[src/rtl/div_unit.sv]
// div_unit: 32-bit iterative integer divider (DIV, DIVU, REM, REMU).
//
// A restoring radix-2 divider produces one quotient bit per cycle over
// 32 cycles. Signed operations divide magnitudes, and the SIGN state
// fixes up the sign of the result. Division by zero and signed overflow
// skip the iteration and complete on the cycle after acceptance.
//
// Ports:
//   clk        rising-edge clock
//   rst_n      asynchronous active-low reset
//   Start      request pulse; operands and op are sampled on the accepting edge
//   Src1       dividend
//   Src2       divisor
//   Div_op     00 DIV, 01 DIVU, 10 REM, 11 REMU
//   Flush      synchronous abort of any in-flight operation
//   Busy       high while Start cannot be accepted (CALC, SIGN)
//   Done       one-cycle completion pulse
//   Div_Result quotient or remainder; holds until the next completion
module div_unit (
  input  logic        clk,
  input  logic        rst_n,
  input  logic        Start,
  input  logic [31:0] Src1,
  input  logic [31:0] Src2,
  input  logic [1:0]  Div_op,
  input  logic        Flush,
  output logic        Busy,
  output logic        Done,
  output logic [31:0] Div_Result
);

  typedef enum logic [1:0] {StIdle, StCalc, StSign, StDone} state_e;

  state_e      state_q, state_d;
  logic [4:0]  cnt_q, cnt_d;
  logic [31:0] rem_q, rem_d;       // partial remainder
  logic [31:0] quo_q, quo_d;       // dividend shifts out, quotient shifts in
  logic [31:0] dvs_q, dvs_d;       // divisor magnitude
  logic        rem_op_q, rem_op_d; // 1: return the remainder
  logic        neg_quo_q, neg_quo_d;
  logic        neg_rem_q, neg_rem_d;
  logic [31:0] result_q, result_d;

  logic        is_signed;
  logic [31:0] abs1, abs2;
  logic [32:0] shifted, diff;

  always_comb begin
    is_signed = ~Div_op[0];
    abs1      = (is_signed && Src1[31]) ? -Src1 : Src1;
    abs2      = (is_signed && Src2[31]) ? -Src2 : Src2;
    shifted   = {rem_q, quo_q[31]};
    diff      = shifted - {1'b0, dvs_q};
  end

  always_comb begin
    state_d   = state_q;
    cnt_d     = cnt_q;
    rem_d     = rem_q;
    quo_d     = quo_q;
    dvs_d     = dvs_q;
    rem_op_d  = rem_op_q;
    neg_quo_d = neg_quo_q;
    neg_rem_d = neg_rem_q;
    result_d  = result_q;

    if (Flush) begin
      // Abort wins over everything, including a same-cycle Start.
      state_d = StIdle;
    end else begin
      unique case (state_q)
        StIdle, StDone: begin
          state_d = StIdle;
          if (Start) begin
            rem_op_d  = Div_op[1];
            neg_quo_d = is_signed & (Src1[31] ^ Src2[31]);
            neg_rem_d = is_signed & Src1[31];
            quo_d     = abs1;
            dvs_d     = abs2;
            rem_d     = '0;
            cnt_d     = '0;
            if (Src2 == 32'd0) begin
              result_d = Div_op[1] ? Src1 : 32'hFFFF_FFFF;
              state_d  = StDone;
            end else if (is_signed && Src1 == 32'h8000_0000 && Src2 == 32'hFFFF_FFFF) begin
              result_d = Div_op[1] ? 32'd0 : 32'h8000_0000;
              state_d  = StDone;
            end else begin
              state_d = StCalc;
            end
          end
        end
        StCalc: begin
          // Restore (keep shifted value) when the trial subtract borrows.
          rem_d = diff[32] ? shifted[31:0] : diff[31:0];
          quo_d = {quo_q[30:0], ~diff[32]};
          cnt_d = cnt_q + 5'd1;
          if (cnt_q == 5'd31) state_d = StSign;
        end
        StSign: begin
          if (rem_op_q) result_d = neg_rem_q ? -rem_q : rem_q;
          else          result_d = neg_quo_q ? -quo_q : quo_q;
          state_d = StDone;
        end
        default: state_d = StIdle;
      endcase
    end
  end

  always_ff @(posedge clk or negedge rst_n) begin
    if (!rst_n) begin
      state_q   <= StIdle;
      cnt_q     <= '0;
      rem_q     <= '0;
      quo_q     <= '0;
      dvs_q     <= '0;
      rem_op_q  <= 1'b0;
      neg_quo_q <= 1'b0;
      neg_rem_q <= 1'b0;
      result_q  <= '0;
    end else begin
      state_q   <= state_d;
      cnt_q     <= cnt_d;
      rem_q     <= rem_d;
      quo_q     <= quo_d;
      dvs_q     <= dvs_d;
      rem_op_q  <= rem_op_d;
      neg_quo_q <= neg_quo_d;
      neg_rem_q <= neg_rem_d;
      result_q  <= result_d;
    end
  end

  assign Busy       = (state_q == StCalc) || (state_q == StSign);
  assign Done       = (state_q == StDone);
  assign Div_Result = result_q;

endmodule
[config.mk]
export PLATFORM = sky130hd
export DESIGN_NAME = div_unit
export DESIGN_NICKNAME = d
export VERILOG_FILES = /design/src/rtl/div_unit.sv
export SDC_FILE = /design/constraint.sdc
export NUM_CORES = 1
export LEC_CHECK = 0
export BUFFER_PORTS_ARGS = -buffer_cell sky130_fd_sc_hd__buf_2
export CORE_ASPECT_RATIO = 1.4
export CORE_MARGIN = 4
export CORE_UTILIZATION = 60
export CTS_CLUSTER_DIAMETER = 80
export CTS_CLUSTER_SIZE = 20
export DETAILED_ROUTE_END_ITERATION = 12
export HOLD_SLACK_MARGIN = 0.1
export PLACE_DENSITY = 0.86
export SETUP_SLACK_MARGIN = 0.5
export SYNTH_ARGS = -nofsm -noshare
export SYNTH_HDL_FRONTEND = slang
export SYNTH_SLANG_ARGS = --single-unit
[constraint.sdc]
create_clock -name clk -period 6.1 [get_ports clk]
set_clock_uncertainty 0.1 [all_clocks]
set_input_delay 0.61 -clock clk [delete_from_list [all_inputs] [get_ports clk]]
set_output_delay 0.61 -clock clk [all_outputs]
set_load 0.01 [all_outputs]
==> results of run 1 <==
[state kept, by name, summed over array words and instances (netlist names)]
signal      flops
Div_Result     32
dvs_q          32
quo_q          32
rem_q          32
cnt_q           5
state_q         2
neg_quo_q       1
neg_rem_q       1
rem_op_q        1
[power by group through the flow]
stage / Sequential [mW] / Combinational (mW) / Clock (mW)
6_report: 1.26 / 1.18 / 1.16
5_1_grt: 1.28 / 1.32 / 1.20
4_1_cts: 1.25 / 1.17 / 1.16
3_5_place_dp: 1.27 / 1.15 / 0
3_3_place_gp: 1.26 / 1.12 / 0
2_1_floorplan: 1.21 / 0.891 / 0
[worst paths after layout]
path / startpoint / end / slack [ns] / depth (start not counted)
hold reg to reg: Div_Result[16] / Div_Result[16] / 0.37 / 2
setup / recovery: Src2[1] / Div_Result[0] / 1.68 / 12
max in group asynchronous: rst_n / Div_Result[25] / 4.53 / 2
min in group clk: Flush / state_q[0] / 0.30 / 2
setup reg to reg: quo_q[31] / rem_q[13] / 2.22 / 13
hold / removal: rst_n / dvs_q[2] / 0.09 / 1
[logic make-up after synthesis]
group           count (synthesis)  share of synthesized area
mux                            35                     0.0320
simple gates                  454                      0.193
flops                         138                      0.313
buf+inv                       142                     0.0502
xor+xnor                      138                      0.110
fa+ha+maj                      43                     0.0495
compound gates                466                      0.252
[per-stage QoR]
stage	setup slack [ns]	total power, mW	cell area (um^2)	hold slack [ns]
3_5_place_dp	1.23	2.42	11600	0.361
2_1_floorplan	2.45	2.10	11000	0.214
3_3_place_gp	1.37	2.38	11600	0.356
5_1_grt	1.44	3.80	12300	0.140
6_report	1.68	3.60	12300	0.0891
4_1_cts	1.68	3.58	12300	0.117
[final cells by class]
cell class                 instances  area [um^2]
clock inverter                    11          191
timing repair buffer             112          589
multi-input combinational       1136         7020
fill                            1490         5740
clock buffer                      21          470
tap                              240          300
sequential                       138         3450
inverter                          62          233
[worst max-delay path, cell delays in order]
cell and delay [ns]:
buf_2 0.11, inv_1 0.07, ha_1 0.18, or4b_4 0.49, or4b_4 0.55, or3_4 0.39, nor3_4 0.26, nand2_1 0.35
and3_1 0.33, or3_2 0.89, nand2_1 0.22, o21ai_0 0.10
[cell usage after synthesis, types with 15 or more instances]
library cell and instances:
nand2_1 205, o21ai_0 192, dfrtp_1 138, a21oi_1 120, nor2_1 90, xnor2_1 82
clkbuf_1 65, inv_1 62, xor2_1 56, ha_1 42, mux2i_1 33, nor3_1 31
a21o_1 20, o31ai_1 19, nand2b_1 17, nand4_1 17, or3_1 16, nand3_1 15
[routing by layer]
layer	track usage	vias up	wire (um)
li1	-	5123	-
met1	0.354	4921	11700
met2	0.491	469	14300
met3	0.0477	106	1870
met4	0.129	0	1220
met5	0	-	0
==> results.md, run 1 <==
- Commonest non-fill, non-tap cell in the layout: nand2_1
- Top_reg_cell synth: dfrtp_1
- Synth Warn #: 0
- Pleak: 5.54 nW
- Power share of the combinational group: 0.328
- Area growth syn-to-layout: 11.3%
- Vias per cell: 6.17
- Postcts setup bufs: 0
- Synthesized Nets: about 1500
- Total global-route track usage: 0.288
- Detailed Route WL: a little under 30 mm
- Finished Core Util: 0.681
- Mapped Cells: 1416
- IO Pins: around 100
- #FFs+latches synth: about 140
- Number of flops mapped to enable cells by yosys: 0
- Ys async rst share: 1.00
- Root buffer cell: clkbuf_16
- Switching part of the total: 0.363
- Largest net degree at the start of global routing: around 80
- HP Class: in -> async
- Seq/Total Area, Yosys: 0.313
- CTS tree: done
- RSZ-0062 raised after global routing: false
- Layout net count: roughly 1600
- Mean post-synth cell area: between 7 and 8 um^2
- Worst vdd ir: 0.245 mV
- Die area: between 20000 and 25000 um^2
- IO buf count: 103
- TritonRoute pass-1 iters: 6
- Initial antenna violation count: 0
- Power density of the placed cells: around 290 nW/um^2
- Slew headroom: 0.260
- Net switching power: around 1.3 mW
- Crit start category: input port
- Status: complete, no violations
- Die Ht: approximately 170 um
- Final Wtd Congestion: about 0.96
- Sink Count: 138
- Total grt overflow: 0
- Fin. Hold Viols: 0
- Critical path capture point type: flop
- Vias in the first global route: 10114
- HPWL after DPL: about 21 mm
- Starting Density: 0.612
- WP data arrival: ~4.6 ns
- Clock Path Buffers: 2
- Setup_tns: 0 ns
- Crit path required time: ~6.3 ns
- Fraction of layout cells with a size suffix above 1: 0.114
- Max_cap viols: 0
- CTS buffer count: 17
- CTS clock-pin slew for the worst setup and hold paths: 0.06 ns
- Critical path class: in -> reg
- Final setup viols: 0
- Final Non-Filler Cells: between 1500 and 2000
- Commonest non-fill, non-tap cells in the layout: nand2_1 (205), o21ai_0 (192), dfrtp_1 (138)
- Synth area leaders: dfrtp_1 (31%), o21ai_0 (8.7%), nand2_1 (7.0%)
- # placed instances: ~1700
- Residual DRC count: 0
- Cell variety after synth: a little under 70
- Mapped Area: between 10000 and 15000 um^2
- Die span in x: 123 um
- Final period util: 0.724
- Reg power frac: 0.350
- Routed Antenna Nets: 0
- Area leader, netlist: dfrtp_1
- WL per Instance: ~17 um
- Worst-margin pin slew: 1.10 ns
- Synth top area share: 0.313
- Core area: 18000 um^2
- Worst-Skew Late Latency: about 0.44 ns
- Clock power frac: 0.323
- Post_cts resized: 0
- First-pass GRT wire length: 48.3 mm
- DRT iter0 DRCs: 849
- Row count: 58
- Post-CTS Hold Buffers: 0
- Minimum clock period: approximately 4.4 ns
- Vias: between 10000 and 15000
- Internal: roughly 2.3 mW
- H-tree depth: 4
- Antenna diode count: 0
- Maximum clock rate: ~230 MHz
- Slew Limit Fails: 0
- Critical Path Fanout Max: 64
Power figures use the tool's default switching activity.
==> run 2, diff against run 1 <==
--- a/config.mk
+++ b/config.mk
@@ -5,6 +5,7 @@
 export SDC_FILE = /design/constraint.sdc
 export NUM_CORES = 1
 export LEC_CHECK = 0
+export ABC_AREA = 1
 export BUFFER_PORTS_ARGS = -buffer_cell sky130_fd_sc_hd__buf_2
 export CORE_ASPECT_RATIO = 1.4
 export CORE_MARGIN = 4
@@ -13,7 +14,7 @@
 export CTS_CLUSTER_SIZE = 20
 export DETAILED_ROUTE_END_ITERATION = 12
 export HOLD_SLACK_MARGIN = 0.1
-export PLACE_DENSITY = 0.86
+export PLACE_DENSITY = 0.85
 export SETUP_SLACK_MARGIN = 0.5
 export SYNTH_ARGS = -nofsm -noshare
 export SYNTH_HDL_FRONTEND = slang
==> constraint.sdc (replaced) <==
create_clock -name clk -period 4.6 [get_ports clk]
set_clock_uncertainty 0.1 [all_clocks]
set_input_delay 0.46 -clock clk [delete_from_list [all_inputs] [get_ports clk]]
set_output_delay 0.46 -clock clk [all_outputs]
set_load 0.01 [all_outputs]
==> results.md, run 2 <==
- Sink Count: 138 (unchanged)
- Reg2reg start: state_q[0]
- Setup_tns: 0 ns (unchanged)
- Commonest cells in the netlist: nand2_1 (763), inv_1 (310), nand3_1 (245), nor2_1 (204), dfrtp_1 (138)
- Maximum clock rate: around 320 MHz
- Row count: 64 (+10%)
- Layout net count: 2412 (+53%)
- Worst-Skew Late Latency: 0.44 ns (about the same)
- Max_cap viols: 0 (unchanged)
- First-pass GRT wire length: 71.7 mm (+48%)
- Routed Antenna Nets: 0 (unchanged)
- Critical Path Fanout Max: 64 (unchanged)
- #FFs+latches synth: 138 (unchanged)
- Vias per cell: 5.74 (-7.1%)
- Area leader, netlist: dfrtp_1
- Critical path class: reg -> reg
- WL per Instance: 17.4 um (+2.8%)
- Crit path max-delay cell type: inv_1
- Worst vdd ir: 0.363 mV (+48%)
- Crit path required time: 4.78 ns (-1.50 ns)
- Die area: 24800 um^2 (+20%)
- Synth area leaders: dfrtp_1 (26%), nand2_1 (21%), nand3_1 (9.2%)
- Seq/Total Area, Yosys: 0.258 (-0.0552)
- TritonRoute pass-1 iters: 7 (+1)
- Top-count cell post-synth: nand2_1
- Core area: 21900 um^2 (+21%)
- Detailed Route WL: 45.3 mm (+56%)
- Minimum clock period: between 3 and 4 ns
- Mapped Area: 13400 um^2 (+21%)
- Vias in the first global route: 14186 (+40%)
- Slew headroom: 0.309 (+0.0490)
- Post_cts resized: 0 (unchanged)
- Mapped Cells: 2231 (+58%)
- Hold endpoint: dvs_q[0]
- Final Wtd Congestion: 1.02 (+7.0%)
- Synthesized Nets: 2344 (+53%)
- Top_reg_cell synth: dfrtp_1
- Cell variety after synth: 51 (-26%)
- Synth top area share: 0.258 (-0.0552)
- Largest net degree at the start of global routing: 106 (+34%)
- Terminus of the critical flop-to-flop path: quo_q[12]
- CP max stage delay: 0.63 ns (-0.26 ns)
- Ys async rst share: 1.00 (unchanged)
- CP cell instances: inv_1 -> ha_1 -> inv_2 -> o21ai_2 -> nor2_2 -> inv_2 -> buf_4 -> nor2_1 -> inv_1 -> nor2_1 -> nand2_1 -> o221ai_1
- GRT busiest layer: met2
- Final period util: 0.683
- HP Class: in -> reg
- Initial antenna violation count: 0 (unchanged)
- Status: complete, no violations
- Worst-margin pin slew: 1.04 ns (-0.0634 ns)
- Root buffer cell: clkbuf_16
- CP delay by family, top: buffers and inverters
- Fin. Hold Viols: 0 (unchanged)
- Crit. Startpoint: state_q[0]
- CTS buffer count: 17 (unchanged)
- HPWL after DPL: 35.8 mm (+67%)
- Crit start category: flop
- Total power: 7.36 mW (+100%)
- Synth Warn #: 0 (unchanged)
- Area growth syn-to-layout: 9.34%
- Hold Startpoint: Src2[0]
- Mean post-synth cell area: 5.99 um^2 (-23%)
- CTS clock-pin slew for the worst setup and hold paths: 0.06 ns (about the same)
- Pleak: 8.22 nW (+48%)
- Die span in x: 134 um (+9.5%)
- Commonest non-fill, non-tap cells in the layout: nand2_1 (763), inv_1 (310), nand3_1 (245)
- IO Pins: 104 (unchanged)
- Total grt overflow: 0 (unchanged)
- DRT iter0 DRCs: 1458 (+72%)
- Slew Limit Fails: 0 (unchanged)
- R2r setup slk: 1.46 ns (-0.76 ns)
- CTS tree: done
- Power density of the placed cells: 504 nW/um^2 (+71%)
- RSZ-0062 raised after global routing: false
- Total global-route track usage: 0.365 (+0.0774)
- Critical path capture point type: flop
- Vias: 14965 (+41%)
- Hold Path Cell Cnt: 3
- Die Ht: 185 um (+9.7%)
- R2R depth: 12 (-1)
- Commonest non-fill, non-tap cell in the layout: nand2_1
- WP data arrival: 3.33 ns (-1.26 ns)
- H-tree depth: 4 (unchanged)
- Number of flops mapped to enable cells by yosys: 0 (unchanged)
- Residual DRC count: 0 (unchanged)
- Crit path buf inv count: 5 (+3)
- Clock Path Buffers: 2 (unchanged)
- Antenna diode count: 0 (unchanged)
- GR Util met2: 0.609 (+0.118)
- Starting Density: 0.612 (about the same)
- Final setup viols: 0 (unchanged)
- Met1 usage: 0.415 (+0.0615)
- Fraction of layout cells with a size suffix above 1: 0.0930 (-0.0212)
- M3 GR Usage: 0.0573 (+0.00963)
- IO buf count: 103 (unchanged)
[run 2: tightest hold or removal path, cell delays in order]
cell     delay, ns
buf_2         0.11
inv_1         0.07
o21ai_0       0.08
[run 2: per-stage QoR]
stage,worst slack (ns),hold slack (ns),instance area (um^2),cells,utilization
2_1_floorplan,2.30,0.0644,13400,2231,-
3_3_place_gp,1.62,0.359,14000,2576,0.640
3_5_place_dp,1.54,0.360,14000,2576,0.640
4_1_cts,1.52,0.225,14600,2609,0.669
5_1_grt,1.29,0.250,14600,2609,0.669
6_report,1.46,0.231,14600,2609,0.669
[run 2: timing repair]
action	CTS	global route
hold buffers	1	0
hold endpoints to repair	34	0
setup buffers	0	0
[run 2: kinds of logic (layout without fill, tap and decap cells)]
| group | count (synthesis) | count (layout) | synth area share |
|---|---|---|---|
| fa+ha+maj | 43 | 43 | 0.0408 |
| xor+xnor | 60 | 60 | 0.0393 |
| simple gates | 1349 | 1349 | 0.435 |
| compound gates | 251 | 251 | 0.109 |
| buf+inv | 390 | 471 | 0.118 |
| flops | 138 | 138 | 0.258 |
[run 2: cell type report]
cell class / instances / area, um^2
Multi-Input combinational cell: 1703 / 8350
Fill cell: 2116 / 7240
Sequential cell: 138 / 3450
Inverter: 323 / 1210
Timing Repair Buffer: 116 / 622
Clock buffer: 19 / 453
Tap cell: 297 / 372
Clock inverter: 13 / 158
[run 2: layer usage]
layer,wire (um),share of wire,up-vias
li1,-,-,7253
met1,16800,0.37,6791
met4,4180,0.092,0
met5,0,0,-
met3,2990,0.066,209
met2,21400,0.47,712
[run 2: power breakdown]
| group | internal (mW) | leakage [nW] | total, mW | switching [mW] |
|---|---|---|---|---|
| logic | 1.19 | 6.13 | 3.88 | 2.69 |
| registers | 1.64 | 1.81 | 2.04 | 0.398 |
| clock network | 0.841 | 0.291 | 1.45 | 0.605 |
| total | 3.67 | 8.22 | 7.36 | 3.69 |
[run 2: worst max-delay path by stage]
stage	end	cells after the start
after global routing	cnt_q[3]	11
after global placement	quo_q[28]	12
after detailed placement	quo_q[12]	12
after CTS	quo_q[12]	12
after floorplan	rem_q[11]	18
final	quo_q[12]	12
==> run 3, diff against run 2 <==
--- a/config.mk
+++ b/config.mk
@@ -9,12 +9,12 @@
 export BUFFER_PORTS_ARGS = -buffer_cell sky130_fd_sc_hd__buf_2
 export CORE_ASPECT_RATIO = 1.4
 export CORE_MARGIN = 4
-export CORE_UTILIZATION = 60
+export CORE_UTILIZATION = 56
 export CTS_CLUSTER_DIAMETER = 80
 export CTS_CLUSTER_SIZE = 20
 export DETAILED_ROUTE_END_ITERATION = 12
 export HOLD_SLACK_MARGIN = 0.1
-export PLACE_DENSITY = 0.85
+export PLACE_DENSITY = 0.83
 export SETUP_SLACK_MARGIN = 0.5
 export SYNTH_ARGS = -nofsm -noshare
 export SYNTH_HDL_FRONTEND = slang
==> constraint.sdc (replaced) <==
create_clock -name clk -period 2.6 [get_ports clk]
set_clock_uncertainty 0.1 [all_clocks]
set_input_delay 0.26 -clock clk [delete_from_list [all_inputs] [get_ports clk]]
set_output_delay 0.26 -clock clk [all_outputs]
set_load 0.01 [all_outputs]
==> results.md, run 3 (synthesis gave the netlist of run 2 again) <==
- Die area: 26400 um^2 (+6.8%)
- Routed Antenna Nets: 0 (unchanged)
- Crit path required time: 2.89 ns (-1.89 ns)
- CTS tree: done
- TritonRoute pass-1 iters: 6 (-1)
- Starting Density: 0.572 (-0.0395)
- Status: complete, no violations
- Power density of the placed cells: 869 nW/um^2 (+72%)
- Power share of the combinational group: 0.581 (+0.054)
- Initial antenna violation count: 0 (unchanged)
- Commonest non-fill, non-tap cells in the layout: nand2_1 (724), inv_1 (283), nand3_1 (187)
- Die Ht: 191 um (+3.4%)
- HPWL after DPL: 37.1 mm (+3.6%)
- Clock Path Buffers: 2 (unchanged)
- Slew headroom: 0.540 (+0.231)
- Worst vdd ir: 0.570 mV (+57%)
- Worst-margin pin slew: 0.685 ns (-0.352 ns)
- Critical Path Fanout Max: 7 (-89%)
- Critical path class: reg -> reg
- Clock power frac: 0.175 (-0.021)
- Internal: 7.43 mW (+100%)
- Final Wtd Congestion: 1.02 (-0.66%)
- Total power: 14.7 mW (+100%)
- RSZ-0062 raised after global routing: true
- Hold Path Cell Cnt: 3 (unchanged)
- DRT iter0 DRCs: 1951 (+34%)
- # placed instances: 2621 (+1.7%)
- Vias in the first global route: 15399 (+8.6%)
- WL per Instance: 19.5 um (+12%)
- Pleak: 9.12 nW (+11%)
- Detailed Route WL: 53.0 mm (+17%)
- Crit start category: flop
- Switching part of the total: 0.496 (-0.00606)
- Vias: 16313 (+9.0%)
- Maximum clock rate: 398 MHz (+25%)
- Commonest non-fill, non-tap cell in the layout: nand2_1
- Final Non-Filler Cells: 2726 (+4.5%)
- Final period util: 0.967 (+0.284)
- Total grt overflow: 0 (unchanged)
- Area growth syn-to-layout: 26.8%
- H-tree depth: 4 (unchanged)
- CTS buffer count: 17 (unchanged)
- Layout net count: 2520 (+4.5%)
- Setup_tns: 0 ns (unchanged)
- HP Class: in -> reg
- Fraction of layout cells with a size suffix above 1: 0.209 (+0.116)
- Largest net degree at the start of global routing: 58 (-45%)
- Net switching power: 7.30 mW (+98%)
- Root buffer cell: clkbuf_16
- Worst-Skew Late Latency: 0.45 ns (about the same)
- Row count: 66 (+3.1%)
- Final setup viols: 0 (unchanged)
- Residual DRC count: 0 (unchanged)
- Die span in x: 139 um (+3.3%)
- First-pass GRT wire length: 79.2 mm (+10%)
- Max_cap viols: 0 (unchanged)
- IO Pins: 104 (unchanged)
- Core area: 23400 um^2 (+6.9%)
- Critical path capture point type: flop
- WP data arrival: 2.80 ns (-0.53 ns)
- IO buf count: 103 (unchanged)
- Sink Count: 138 (unchanged)
- Slew Limit Fails: 0 (unchanged)
- Fin. Hold Viols: 0 (unchanged)
- Vias per cell: 5.98 (+4.3%)
- Reg power frac: 0.244 (-0.033)
- Antenna diode count: 0 (unchanged)
- Minimum clock period: 2.51 ns (-0.628 ns)
- R2R depth: 14 (+2)
- Total global-route track usage: 0.372 (+0.00713)
- Dpl cell area: 14400 um^2 (+2.8%)
- Fillcell total: 1871 (-12%)
- CTS clock-pin slew for the worst setup and hold paths: 0.07 ns (about the same)
- Final Cell Area: 17000 um^2 (+16%)
[run 3: changes by cell type in the layout (fill, tap and decap cells not counted), moves of 24 or more]
cell           before  now
nand3_1           245  187
buf_4              12   66
nand3_2             4   56
nand2_1           763  724
ha_1               42   10
ha_4                0   30
inv_1             310  283
nand2_2            21   48
dlygate4sd3_1       1   25
[run 3: power groups by stage]
stage	clock, mW	sequential, mW	combinational [mW]
final	2.58	3.59	8.56
after global routing	2.64	3.67	9.28
after CTS	2.56	3.53	7.58
after detailed placement	0	3.54	7.00
after global placement	0	3.52	6.86
after floorplan	0	3.47	4.79
[run 3: final timing paths]
| check | start | endpoint | slack [ns] |
|---|---|---|---|
| max reg2reg | dvs_q[20] | rem_q[8] | 0.09 |
| min | Src2[2] | dvs_q[2] | 0.09 |
| max | dvs_q[20] | rem_q[8] | 0.09 |
| max in group asynchronous | rst_n | rem_q[16] | 1.41 |
| min reg2reg | Div_Result[4] | Div_Result[4] | 0.37 |
| min in group asynchronous | rst_n | rem_q[28] | 0.22 |
[run 3: cell type report]
type	count	area (um^2)	area share
Clock inverter	13	169	0.00996
Multi-Input combinational cell	1709	9540	0.563
Tap cell	306	383	0.0226
Sequential cell	138	3470	0.205
Timing Repair Buffer	218	1710	0.101
Clock buffer	19	433	0.0255
Inverter	323	1240	0.0734
[run 3: layer usage]
metal | wire (um) | up-vias | GRT usage | share of wire
li1 | - | 7498 | - | -
met1 | 18100 | 7442 | 0.419 | 0.34
met2 | 25500 | 1055 | 0.634 | 0.48
met3 | 4470 | 318 | 0.0577 | 0.084
met4 | 4950 | 0 | 0.281 | 0.093
met5 | 0 | - | 0 | 0
[run 3: critical path, stage by stage, from the launching register on]
cell	delay, ns
dfrtp_1	0.38
inv_1	0.22
ha_4	0.27
nand2_1	0.14
nor2_1	0.08
nand2_1	0.08
nand2_2	0.07
a21oi_4	0.22
buf_12	0.16
nand2_8	0.09
nand2_8	0.19
nand2_8	0.14
nand2_2	0.08
nand3_1	0.10
nand2_1	0.11
[run 3: metrics by stage]
stage / util / setup slack, ns / hold slack [ns]
4_1_cts: 0.689 / 0.284 / 0.102
3_3_place_gp: 0.616 / 0.169 / 0.121
6_report: 0.725 / 0.0855 / 0.0908
3_5_place_dp: 0.616 / 0.0995 / 0.124
2_1_floorplan: - / 0.402 / -0.136
5_1_grt: 0.725 / 0.0194 / 0.110
[run 3: what timing repair did]
item                                    in CTS  in global routing
endpoints found under the hold margin      111                  0
gates resized for setup                    106                166
hold buffers                                25                  0
endpoints found under the setup margin      64                113
pin swaps                                   15                 54
setup buffers                               20                 18
gates cloned                                 6                  4
